**src/rtl/clock_pkg.sv**
```systemverilog
// Shared definitions for the time/alarm set controller: state encoding,
// field codes, display symbols, BCD bounds and small decode helpers.
package clock_pkg;

    typedef enum logic [2:0] {
        S_IDLE   = 3'd0,
        S_E_HOUR = 3'd1,
        S_E_MIN  = 3'd2,
        S_E_SEC  = 3'd3,
        S_E_AMPM = 3'd4,
        S_COMMIT = 3'd5
    } state_t;

    localparam logic [1:0] FLD_HOUR = 2'd0;
    localparam logic [1:0] FLD_MIN  = 2'd1;
    localparam logic [1:0] FLD_SEC  = 2'd2;
    localparam logic [1:0] FLD_AMPM = 2'd3;

    localparam logic [3:0] SYM_AM    = 4'hA;
    localparam logic [3:0] SYM_PM    = 4'hB;
    localparam logic [3:0] SYM_BLANK = 4'hF;

    localparam logic [7:0] HOUR24_LO = 8'h00;
    localparam logic [7:0] HOUR24_HI = 8'h23;
    localparam logic [7:0] HOUR12_LO = 8'h01;
    localparam logic [7:0] HOUR12_HI = 8'h12;
    localparam logic [7:0] MS_LO     = 8'h00;
    localparam logic [7:0] MS_HI     = 8'h59;

    // True when v is a well-formed two-digit BCD value inside [lo, hi].
    function automatic logic bcd2_in_range(input logic [7:0] v,
                                           input logic [7:0] lo,
                                           input logic [7:0] hi);
        return (v[7:4] <= 4'd9) && (v[3:0] <= 4'd9) && (v >= lo) && (v <= hi);
    endfunction

    // Field code shown for each state; IDLE and COMMIT report hour (0).
    function automatic logic [1:0] field_of(input state_t s);
        logic [1:0] f;
        case (s)
            S_E_MIN:  f = FLD_MIN;
            S_E_SEC:  f = FLD_SEC;
            S_E_AMPM: f = FLD_AMPM;
            default:  f = FLD_HOUR;
        endcase
        return f;
    endfunction

    // Next edit state on key_next: seconds are skipped for alarms,
    // AM/PM is skipped in 24 h mode.
    function automatic state_t next_field_state(input state_t s,
                                                input logic   alarm,
                                                input logic   h24);
        state_t n;
        case (s)
            S_E_HOUR: n = S_E_MIN;
            S_E_MIN: begin
                if (!alarm)    n = S_E_SEC;
                else if (!h24) n = S_E_AMPM;
                else           n = S_E_HOUR;
            end
            S_E_SEC:  n = h24 ? S_E_HOUR : S_E_AMPM;
            S_E_AMPM: n = S_E_HOUR;
            default:  n = s;
        endcase
        return n;
    endfunction

endpackage

```
**src/rtl/bcd2_wrap.sv**
```systemverilog
// Combinational two-digit BCD step: increments or decrements i_val by one,
// wrapping from i_hi to i_lo (and back) so the result stays in [lo, hi].
module bcd2_wrap (
    input  logic [7:0] i_val,
    input  logic [7:0] i_lo,
    input  logic [7:0] i_hi,
    input  logic       i_up,
    output logic [7:0] o_val
);

    // Digit-wise BCD carry/borrow with wrap at the bounds.
    always_comb begin
        o_val = i_val;
        if (i_up) begin
            if (i_val >= i_hi)
                o_val = i_lo;
            else if (i_val[3:0] >= 4'd9)
                o_val = {i_val[7:4] + 4'd1, 4'd0};
            else
                o_val = {i_val[7:4], i_val[3:0] + 4'd1};
        end else begin
            if (i_val <= i_lo)
                o_val = i_hi;
            else if (i_val[3:0] == 4'd0)
                o_val = {i_val[7:4] - 4'd1, 4'd9};
            else
                o_val = {i_val[7:4], i_val[3:0] - 4'd1};
        end
    end

endmodule

```
**src/rtl/set_controller.sv**
```systemverilog
// Time/alarm set controller. A key_set in IDLE snapshots the live time into
// an edit register; next/inc/dec walk and adjust the fields; a second
// key_set commits with a one-cycle PE pulse; abort or an idle timeout drop
// the edit silently. The raw FSM state is exposed on o_dbg_state.
module set_controller
    import clock_pkg::*;
#(
    parameter logic [31:0] TIMEOUT_CYC = 32'd50_000_000
) (
    input  logic        CP,
    input  logic        CR,
    input  logic        key_set,
    input  logic        key_next,
    input  logic        key_inc,
    input  logic        key_dec,
    input  logic        key_abort,
    input  logic        mode,
    input  logic        time_mode,
    input  logic [31:0] cur_display,
    output logic [31:0] display_time,
    output logic        PE,
    output logic        mode_out,
    output logic        editing,
    output logic [1:0]  field,
    output logic [2:0]  o_dbg_state
);

    state_t      r_state;
    logic [31:0] r_edit;
    logic        r_alarm;
    logic        r_h24;
    logic [31:0] r_idle_cnt;
    logic        r_pe;
    logic        r_editing;
    logic [1:0]  r_field;

    state_t      w_nxt_state;
    logic [31:0] w_nxt_edit;
    logic [31:0] w_nxt_cnt;
    logic        w_any_key;
    logic        w_enter;
    logic        w_timeout;
    logic [7:0]  w_load_hour_lo;
    logic [7:0]  w_load_hour_hi;
    logic [7:0]  w_load_hour;
    logic [31:0] w_load;
    logic [7:0]  w_step_in;
    logic [7:0]  w_step_lo;
    logic [7:0]  w_step_hi;
    logic [7:0]  w_step_out;
    logic [7:0]  w_suffix_toggled;

    assign w_any_key = key_set | key_next | key_inc | key_dec | key_abort;
    // Abort outranks set, so a simultaneous abort also blocks edit entry.
    assign w_enter   = (r_state == S_IDLE) && key_set && !key_abort;
    assign w_timeout = (r_idle_cnt == TIMEOUT_CYC - 32'd1);

    // Snapshot of cur_display as it should appear at edit entry: illegal
    // hours clamp to the range minimum, alarms have no seconds, 24 h has
    // no suffix and 12 h blanks the upper suffix digit.
    always_comb begin
        w_load_hour_lo = time_mode ? HOUR24_LO : HOUR12_LO;
        w_load_hour_hi = time_mode ? HOUR24_HI : HOUR12_HI;
        w_load_hour    = bcd2_in_range(cur_display[31:24], w_load_hour_lo, w_load_hour_hi)
                         ? cur_display[31:24] : w_load_hour_lo;
        w_load[31:24]  = w_load_hour;
        w_load[23:16]  = cur_display[23:16];
        w_load[15:8]   = mode ? 8'h00 : cur_display[15:8];
        w_load[7:0]    = time_mode ? {SYM_BLANK, SYM_BLANK} : {SYM_BLANK, cur_display[3:0]};
    end

    // Select the byte and bounds for the single shared BCD stepper.
    always_comb begin
        w_step_in = r_edit[31:24];
        w_step_lo = r_h24 ? HOUR24_LO : HOUR12_LO;
        w_step_hi = r_h24 ? HOUR24_HI : HOUR12_HI;
        case (r_state)
            S_E_MIN: begin
                w_step_in = r_edit[23:16];
                w_step_lo = MS_LO;
                w_step_hi = MS_HI;
            end
            S_E_SEC: begin
                w_step_in = r_edit[15:8];
                w_step_lo = MS_LO;
                w_step_hi = MS_HI;
            end
            default: ;
        endcase
    end

    bcd2_wrap u_step (
        .i_val (w_step_in),
        .i_lo  (w_step_lo),
        .i_hi  (w_step_hi),
        .i_up  (key_inc),
        .o_val (w_step_out)
    );

    assign w_suffix_toggled = {r_edit[7:4], (r_edit[3:0] == SYM_AM) ? SYM_PM : SYM_AM};

    // Next-state, edit-register and idle-counter decode with key priority
    // abort > set > next > inc > dec; timeout only fires on a keyless cycle.
    always_comb begin
        w_nxt_state = r_state;
        w_nxt_edit  = r_edit;
        w_nxt_cnt   = r_idle_cnt;
        case (r_state)
            S_IDLE: begin
                w_nxt_cnt = 32'd0;
                if (w_enter) begin
                    w_nxt_state = S_E_HOUR;
                    w_nxt_edit  = w_load;
                end
            end
            S_COMMIT: begin
                w_nxt_state = S_IDLE;
                w_nxt_cnt   = 32'd0;
            end
            default: begin
                w_nxt_cnt = w_any_key ? 32'd0 : r_idle_cnt + 32'd1;
                if (key_abort) begin
                    w_nxt_state = S_IDLE;
                end else if (key_set) begin
                    w_nxt_state = S_COMMIT;
                end else if (key_next) begin
                    w_nxt_state = next_field_state(r_state, r_alarm, r_h24);
                end else if (key_inc || key_dec) begin
                    case (r_state)
                        S_E_HOUR: w_nxt_edit[31:24] = w_step_out;
                        S_E_MIN:  w_nxt_edit[23:16] = w_step_out;
                        S_E_SEC:  w_nxt_edit[15:8]  = w_step_out;
                        default:  w_nxt_edit[7:0]   = w_suffix_toggled;
                    endcase
                end else if (w_timeout) begin
                    w_nxt_state = S_IDLE;
                    w_nxt_cnt   = 32'd0;
                end
            end
        endcase
    end

    // State, edit register, latched modes and registered outputs.
    always_ff @(posedge CP) begin
        if (CR) begin
            r_state    <= S_IDLE;
            r_edit     <= 32'h0;
            r_alarm    <= 1'b0;
            r_h24      <= 1'b0;
            r_idle_cnt <= 32'd0;
            r_pe       <= 1'b0;
            r_editing  <= 1'b0;
            r_field    <= FLD_HOUR;
        end else begin
            r_state    <= w_nxt_state;
            r_edit     <= w_nxt_edit;
            r_idle_cnt <= w_nxt_cnt;
            if (w_enter) begin
                r_alarm <= mode;
                r_h24   <= time_mode;
            end
            r_pe       <= (w_nxt_state == S_COMMIT);
            r_editing  <= (w_nxt_state != S_IDLE);
            r_field    <= field_of(w_nxt_state);
        end
    end

    assign display_time = r_editing ? r_edit : cur_display;
    assign PE           = r_pe;
    assign mode_out     = r_alarm;
    assign editing      = r_editing;
    assign field        = r_field;
    assign o_dbg_state  = r_state;

endmodule

```
**config.mk**
```make
export PLATFORM = sky130hd
export DESIGN_NAME = set_controller
export DESIGN_NICKNAME = d
export VERILOG_FILES = /design/src/rtl/clock_pkg.sv /design/src/rtl/bcd2_wrap.sv /design/src/rtl/set_controller.sv
export SDC_FILE = /design/constraint.sdc
export NUM_CORES = 1
export LEC_CHECK = 0
export ABC_AREA = 0
export CORE_UTILIZATION = 40
export DETAILED_ROUTE_END_ITERATION = 16
export PLACE_DENSITY = 0.72
export SLEW_MARGIN = 20
export SYNTH_ARGS = -nofsm -noshare
export SYNTH_HDL_FRONTEND = slang
export SYNTH_SLANG_ARGS = --single-unit
```
**constraint.sdc**
```tcl
create_clock -name CP -period 3.8 [get_ports CP]
set_clock_uncertainty 0.15 [all_clocks]
set_input_delay 0.38 -clock CP [delete_from_list [all_inputs] [get_ports CP]]
set_output_delay 0.38 -clock CP [all_outputs]
set_load 0.02 [all_outputs]
```
==> results of run 1 <==
## synth_stat cells (4+ instances only)
| library cell | count |
|---|---|
| o21a_1 | 4 |
| dfxtp_1 | 70 |
| nand2_1 | 44 |
| ha_1 | 14 |
| nor3_1 | 14 |
| mux2_2 | 32 |
| a21oi_1 | 20 |
| mux2i_1 | 15 |
| a31oi_1 | 16 |
| nor2b_1 | 4 |
| buf_2 | 5 |
| xor2_1 | 22 |
| a311oi_1 | 6 |
| inv_1 | 25 |
| nor4_1 | 7 |
| nor2_1 | 66 |
| xnor2_1 | 14 |
| nand4_1 | 11 |
| and3_1 | 4 |
| nand3_1 | 17 |
| and2_1 | 5 |
| clkbuf_1 | 14 |
| nand2b_1 | 9 |
| o21ai_0 | 34 |
| or3_1 | 10 |
## metrics by stage
step / area, µm² / setup WS, ns
after floorplan: 4520 / 0.457
after global placement: 5440 / 0.588
after detailed placement: 5440 / 0.456
after CTS: 5780 / 0.457
after global routing: 5780 / 0.273
final: 5780 / 0.377
## kinds of logic after synthesis
logic type,Yosys count
adder cells (fa/ha/maj),14
AND/OR/NAND/NOR,209
buffers and inverters,52
XOR/XNOR,36
multiplexers,50
flip-flops,70
AO/OA/AOI/OAI,117
## layout make-up
| class | count | share of cell area |
|---|---|---|
| repair buffers | 91 | 0.153 |
| flip-flops and latches | 70 | 0.243 |
| inverters | 25 | 0.0162 |
| well taps | 140 | 0.0303 |
| multi-input cells | 426 | 0.499 |
| clock inverters | 5 | 0.0184 |
| clock buffers | 11 | 0.0403 |
## worst paths after layout
path / start / to / slack, ns / cells after the start
worst min register to register: r_edit[6] / r_edit[6] / 0.30 / 2
worst min-delay path: r_edit[6] / r_edit[6] / 0.30 / 2
worst max register to register: o_dbg_state[0] / r_edit[14] / 0.38 / 9
worst max-delay path: o_dbg_state[0] / r_edit[14] / 0.38 / 9
## sequential cells by signal, summed over array words and instances, names as in the netlist
register / cells
r_h24: 1
mode_out: 1
editing: 1
field: 2
PE: 1
r_idle_cnt: 32
r_edit: 29
o_dbg_state: 3
## report_power, final
group	switching (mW)	leakage, nW	total [mW]	internal, mW
Clock	0.331	0.160	0.975	0.644
Combinational	0.237	1.31	0.443	0.207
Sequential	0.0281	0.569	0.787	0.759
## worst max-delay path, cell delays in order, from the launching register on
cell and delay (ns):
dfxtp_1 0.68, mux2i_1 0.16, o21ai_1 0.48, ha_1 0.34, a31o_2 0.23, a21oi_1 0.21
o311ai_2 0.19, a21oi_2 0.40, a22oi_1 0.22, a311oi_1 0.27
## layer usage
| metal | GRT usage | vias up | part of all wire | wire length (µm) |
|---|---|---|---|---|
| met5 | 0 | - | 0 | 0 |
| met4 | 0.0859 | 0 | 0.022 | 295 |
| met3 | 0.0609 | 28 | 0.070 | 956 |
| met2 | 0.377 | 173 | 0.45 | 6090 |
| met1 | 0.325 | 2048 | 0.46 | 6240 |
| li1 | - | 2127 | - | - |
==> reports/metrics.cfg, run 1 <==
[final_layout]
area.sequential_um2=1400
final_common_cell=clkdlybuf4s50_1
fillerInstances=1038
stdcell_count=768
layout_common_cells=clkdlybuf4s50_1, dfxtp_1, nor2_1
n_antenna_cell=0
nets=678
final_core_util=0.528
drive_above_1_share=0.116
multi_input_area_um2=2890
syn_to_final_growth_pct=27.9

[clock_tree]
post_cts_buffers=0
clock_sinks=70
clk_latency_ns=0.34
cts_hold_buf=0
cts_made_buffers=9
cts_root_buf=clkbuf_16
clk_pin_slew_ns=0.06
cts_buffer_depth=2
cts_resized=0
cts_htree_levels=3
cts_tree=done

[synth]
yosys-mux-area-fraction=0.124
synth_top_family_by_area=simple AND/OR/NAND/NOR gates
syn-num-nets=603
synth_edf_count=0
synth_area_leader_cell=dfxtp_1
synthSimpleGateAreaFrac=0.230
synth_seq_cells=70
synthCells=548
synthFlopType=dfxtp_1
ys_seq_area_frac=0.310
yosysTopAreaCellShare=0.310
avgSynthCellArea_um2=8.24
synth_cell_types=67
synthAdderAreaFrac=0.0388
synth.area.top_cells=dfxtp_1, mux2_2, nor2_1
synth_compound_area_frac=0.175
synthXorXnorAreaFrac=0.0698
async_flop_share=0
ys_warn_count=0
synthesis.area_um2=4520

[floorplanning]
io-pin-count=81
coreArea_um2=10900
die_h_um=108
die_w_um=108
initial_core_util=0.413
fp-row-count=38
fp.dieArea_um2=11700

[critical_path]
cp.arrival_ns=3.52
critPathLaunchType=register
crit_type=reg -> reg
cp_max_fo=9
end_kind=register
cp_data_required_time_ns=3.90

[routing]
vias=4376
ant_nets=0
drc=0
dr.pass1.iters=5
wl_per_cell_um=17.7
drt_iter0_drc=283
drt_wl_total_um=13600
vias_per_cell=5.70

[sta]
max_freq_ghz=0.292
period_needed_ns=3.42
worst_slew_pin_slew_ns=0.910
slew_violations=0
tns_ns=0
period_share=0.901
holdWs_ns=0.302
rsz0062_at_grt=no
maxSlewHeadroom=0.391
hold_viol=0
setup_viol=0

[pwr]
peakVddDrop_mv=0.223
p_leak_nw=2.04
powerDensity_nw_per_um2=382
fin_total_pwr_mw=2.21

[run_status]
status=complete, no violations

[global_route]
grt_usage=0.243
antenna_found_initial=0
grt_pass1_wl_um=21900
overflow=0
first_global_vias=4274
grt_start_max_net_pins=32

[hold_path]
hold_path_class=reg -> reg

[placement]
io_buffers=80
place_inst=752
place_hpwl_um=10200
gp_congestion=0.952

[job]
cap_violations=0

No activity file was read; power rests on OpenSTA's default activity.
==> run 2, diff against run 1 <==
--- a/config.mk
+++ b/config.mk
@@ -5,10 +5,10 @@
 export SDC_FILE = /design/constraint.sdc
 export NUM_CORES = 1
 export LEC_CHECK = 0
-export ABC_AREA = 0
-export CORE_UTILIZATION = 40
+export ABC_AREA = 1
+export CORE_UTILIZATION = 48
 export DETAILED_ROUTE_END_ITERATION = 16
-export PLACE_DENSITY = 0.72
+export PLACE_DENSITY = 0.82
 export SLEW_MARGIN = 20
 export SYNTH_ARGS = -nofsm -noshare
 export SYNTH_HDL_FRONTEND = slang
==> run 2 against run 1 <==
- fmax is 8.8% higher
- first-iteration DRC count is 11% higher
- total power is 18% lower
- sequential share of layout area is 0.16 points higher
- largest power group is now registers
- routed wire length is 1.9% lower
==> reports/metrics.cfg, run 2 <==
[global_route]
grt_start_max_net_pins=47  ; was 32
overflow=0  ; unchanged
grt_pass1_wl_um=21600  ; was 21900 µm
grt_usage=0.272  ; was 0.243
antenna_found_initial=0  ; unchanged
first_global_vias=4568  ; was 4274

[pwr]
p_leak_nw=2.33  ; was 2.04 nW
powerDensity_nw_per_um2=316  ; was 382 nW/µm²
peakVddDrop_mv=0.380  ; was 0.223 mV

[synth]
yosysTopAreaCellShare=0.301  ; was 0.310
synth_cell_types=44  ; was 67
synthesis.area_um2=4650  ; was 4520 µm²
synth.area.top_cells=dfxtp_1, nand2_1, a21oi_1  ; was dfxtp_1, mux2_2, nor2_1
synthFlopType=dfxtp_1  ; unchanged
synth.most_common_cell=nand2_1  ; was dfxtp_1
ys_warn_count=0  ; unchanged
async_flop_share=0  ; unchanged
synthTopCellsByCount=nand2_1, inv_1, nor2_1, dfxtp_1, a21oi_1  ; was dfxtp_1, nor2_1, nand2_1, o21ai_0, mux2_2
ys_seq_area_frac=0.301  ; was 0.310
synth_area_leader_cell=dfxtp_1  ; unchanged
synth_edf_count=0  ; unchanged
synthCells=688  ; was 548
synth_seq_cells=70  ; unchanged
syn-num-nets=743  ; was 603
avgSynthCellArea_um2=6.76  ; was 8.24 µm²

[floorplanning]
fp-row-count=35  ; was 38
fp.dieArea_um2=10100  ; was 11700 µm²
initial_core_util=0.499  ; was 0.413
io-pin-count=81  ; unchanged
die_h_um=100  ; was 108 µm
die_w_um=100  ; was 108 µm
coreArea_um2=9330  ; was 10900 µm²

[hold_path]
hold_path_class=reg -> reg  ; unchanged

[routing]
wl_per_cell_um=14.8  ; was 17.7 µm
vias=4889  ; was 4376
vias_per_cell=5.43  ; was 5.70
drt_iter0_drc=313  ; was 283
met2WireLength_um=6220  ; was 6090 µm
dr.pass1.iters=7  ; was 5
drc=0  ; unchanged
wl_met1_um=5970  ; was 6240 µm
route.met3.wl_um=863  ; was 956 µm
drt_wl_total_um=13300  ; was 13600 µm
top_layer_used=met4  ; unchanged
ant_nets=0  ; unchanged

[job]
cap_violations=0  ; unchanged

[placement]
place_ws_ns=0.746  ; was 0.456 ns
gp_congestion=0.984  ; was 0.952
place_hpwl_um=10500  ; was 10200 µm
io_buffers=80  ; unchanged

[final_layout]
final_core_util=0.615  ; was 0.528
drive_above_1_share=0.109  ; was 0.116
syn_to_final_growth_pct=23.4  ; was 27.9%
layout_common_cells=nand2_1, inv_1, clkdlybuf4s50_1  ; was clkdlybuf4s50_1, dfxtp_1, nor2_1
nets=821  ; was 678
n_antenna_cell=0  ; unchanged
largest-register=r_idle_cnt  ; unchanged
largest_reg_flops=32  ; unchanged
final_common_cell=nand2_1  ; was clkdlybuf4s50_1

[critical_path]
end_kind=register  ; unchanged
cp_data_required_time_ns=3.92  ; was 3.90 ns
critPathLaunchType=register  ; unchanged
crit_type=reg -> reg  ; unchanged
cp.arrival_ns=3.26  ; was 3.52 ns
cp_max_fo=11  ; was 9

[clock_tree]
clk_latency_ns=0.34  ; about the same
clock_sinks=70  ; unchanged
cts_tree=done  ; unchanged
cts_root_buf=clkbuf_8  ; was clkbuf_16
post_cts_buffers=0  ; unchanged
clk_pin_slew_ns=0.07  ; was 0.06 ns
cts_htree_levels=3  ; unchanged
cts_buffer_depth=2  ; unchanged
cts_resized=0  ; unchanged
cts_made_buffers=9  ; unchanged
cts_hold_buf=0  ; unchanged

[sta]
maxSlewHeadroom=0.482  ; was 0.391
rsz0062_at_grt=no  ; unchanged
period_share=0.828  ; was 0.901
max_freq_ghz=0.318  ; was 0.292 GHz
period_needed_ns=3.15  ; was 3.42 ns
slew_violations=0  ; unchanged
worst_slew_pin_slew_ns=0.777  ; was 0.910 ns
tns_ns=0  ; unchanged
hold_viol=0  ; unchanged
setup_viol=0  ; unchanged
layout_setup_ws_ns=0.653  ; was 0.377 ns

[run_status]
status=complete, no violations  ; unchanged

## run 2: cell types whose count changed after synthesis, sizes merged, moves of 11 or more
cell   before  now
nand2      44  126
nor2       67   82
o21ai      35   58
a31oi      16    3
mux2i      17    0
mux2       33   12
nand3      18   44
xnor2      14    3
inv        25   95
a21oi      22   83
## run 2: path summary, 6_finish.rpt
kind	startpoint	to	slack (ns)	cells past startpoint
worst max-delay path	o_dbg_state[1]	r_edit[17]	0.65	14
worst min-delay path	r_idle_cnt[0]	r_idle_cnt[0]	0.31	1
worst max register to register	o_dbg_state[1]	r_edit[17]	0.65	14
worst min register to register	r_idle_cnt[0]	r_idle_cnt[0]	0.31	1
## run 2: cell type report
cell class / instances / area [µm²]
Tap cell: 129 / 161
Inverter: 96 / 363
Sequential cell: 70 / 1400
Timing Repair Buffer: 84 / 831
Clock inverter: 4 / 22.5
Clock buffer: 12 / 145
Multi-Input combinational cell: 505 / 2820
Fill cell: 833 / 3590
## run 2: metrics by stage
stage / std cells / total power [mW] / hold slack, ns / cell area, µm²
after floorplan: 688 / 1.11 / 0.268 / 4650
after global placement: 884 / 1.29 / 0.282 / 5570
after detailed placement: 884 / 1.29 / 0.305 / 5570
after CTS: 900 / 1.81 / 0.314 / 5740
after global routing: 900 / 1.91 / 0.341 / 5740
final: 900 / 1.82 / 0.307 / 5740
## run 2: critical path, stage by stage (launching register included)
cell and delay, ns:
dfxtp_1 0.62, nand3_4 0.20, nand2_8 0.16, inv_4 0.07, a21oi_1 0.31, inv_1 0.15, ha_1 0.33, a21o_1 0.19
a21oi_2 0.15, nand2_1 0.16, nor2_2 0.16, nand2_1 0.06, nand2_1 0.05, nand2_1 0.11, a21oi_1 0.17
## run 2: report_power, final
part | switching (mW) | leakage (nW) | internal [mW]
Combinational | 0.290 | 1.67 | 0.201
Sequential | 0.0290 | 0.570 | 0.765
Clock | 0.279 | 0.0861 | 0.252
Total | 0.598 | 2.33 | 1.22
## run 2: layer usage
| layer | vias up | track usage |
|---|---|---|
| met4 | 0 | 0.0981 |
| met2 | 179 | 0.453 |
| li1 | 2440 | - |
| met1 | 2246 | 0.361 |
| met5 | - | 0 |
| met3 | 24 | 0.0348 |
## run 2: cell families after synthesis
| family | after synthesis | synth area share |
|---|---|---|
| simple gates | 303 | 0.313 |
| compound gates | 157 | 0.190 |
| buf+inv | 113 | 0.0933 |
| flops | 70 | 0.301 |
| xor+xnor | 19 | 0.0358 |
| fa+ha+maj | 14 | 0.0377 |
| mux | 12 | 0.0290 |
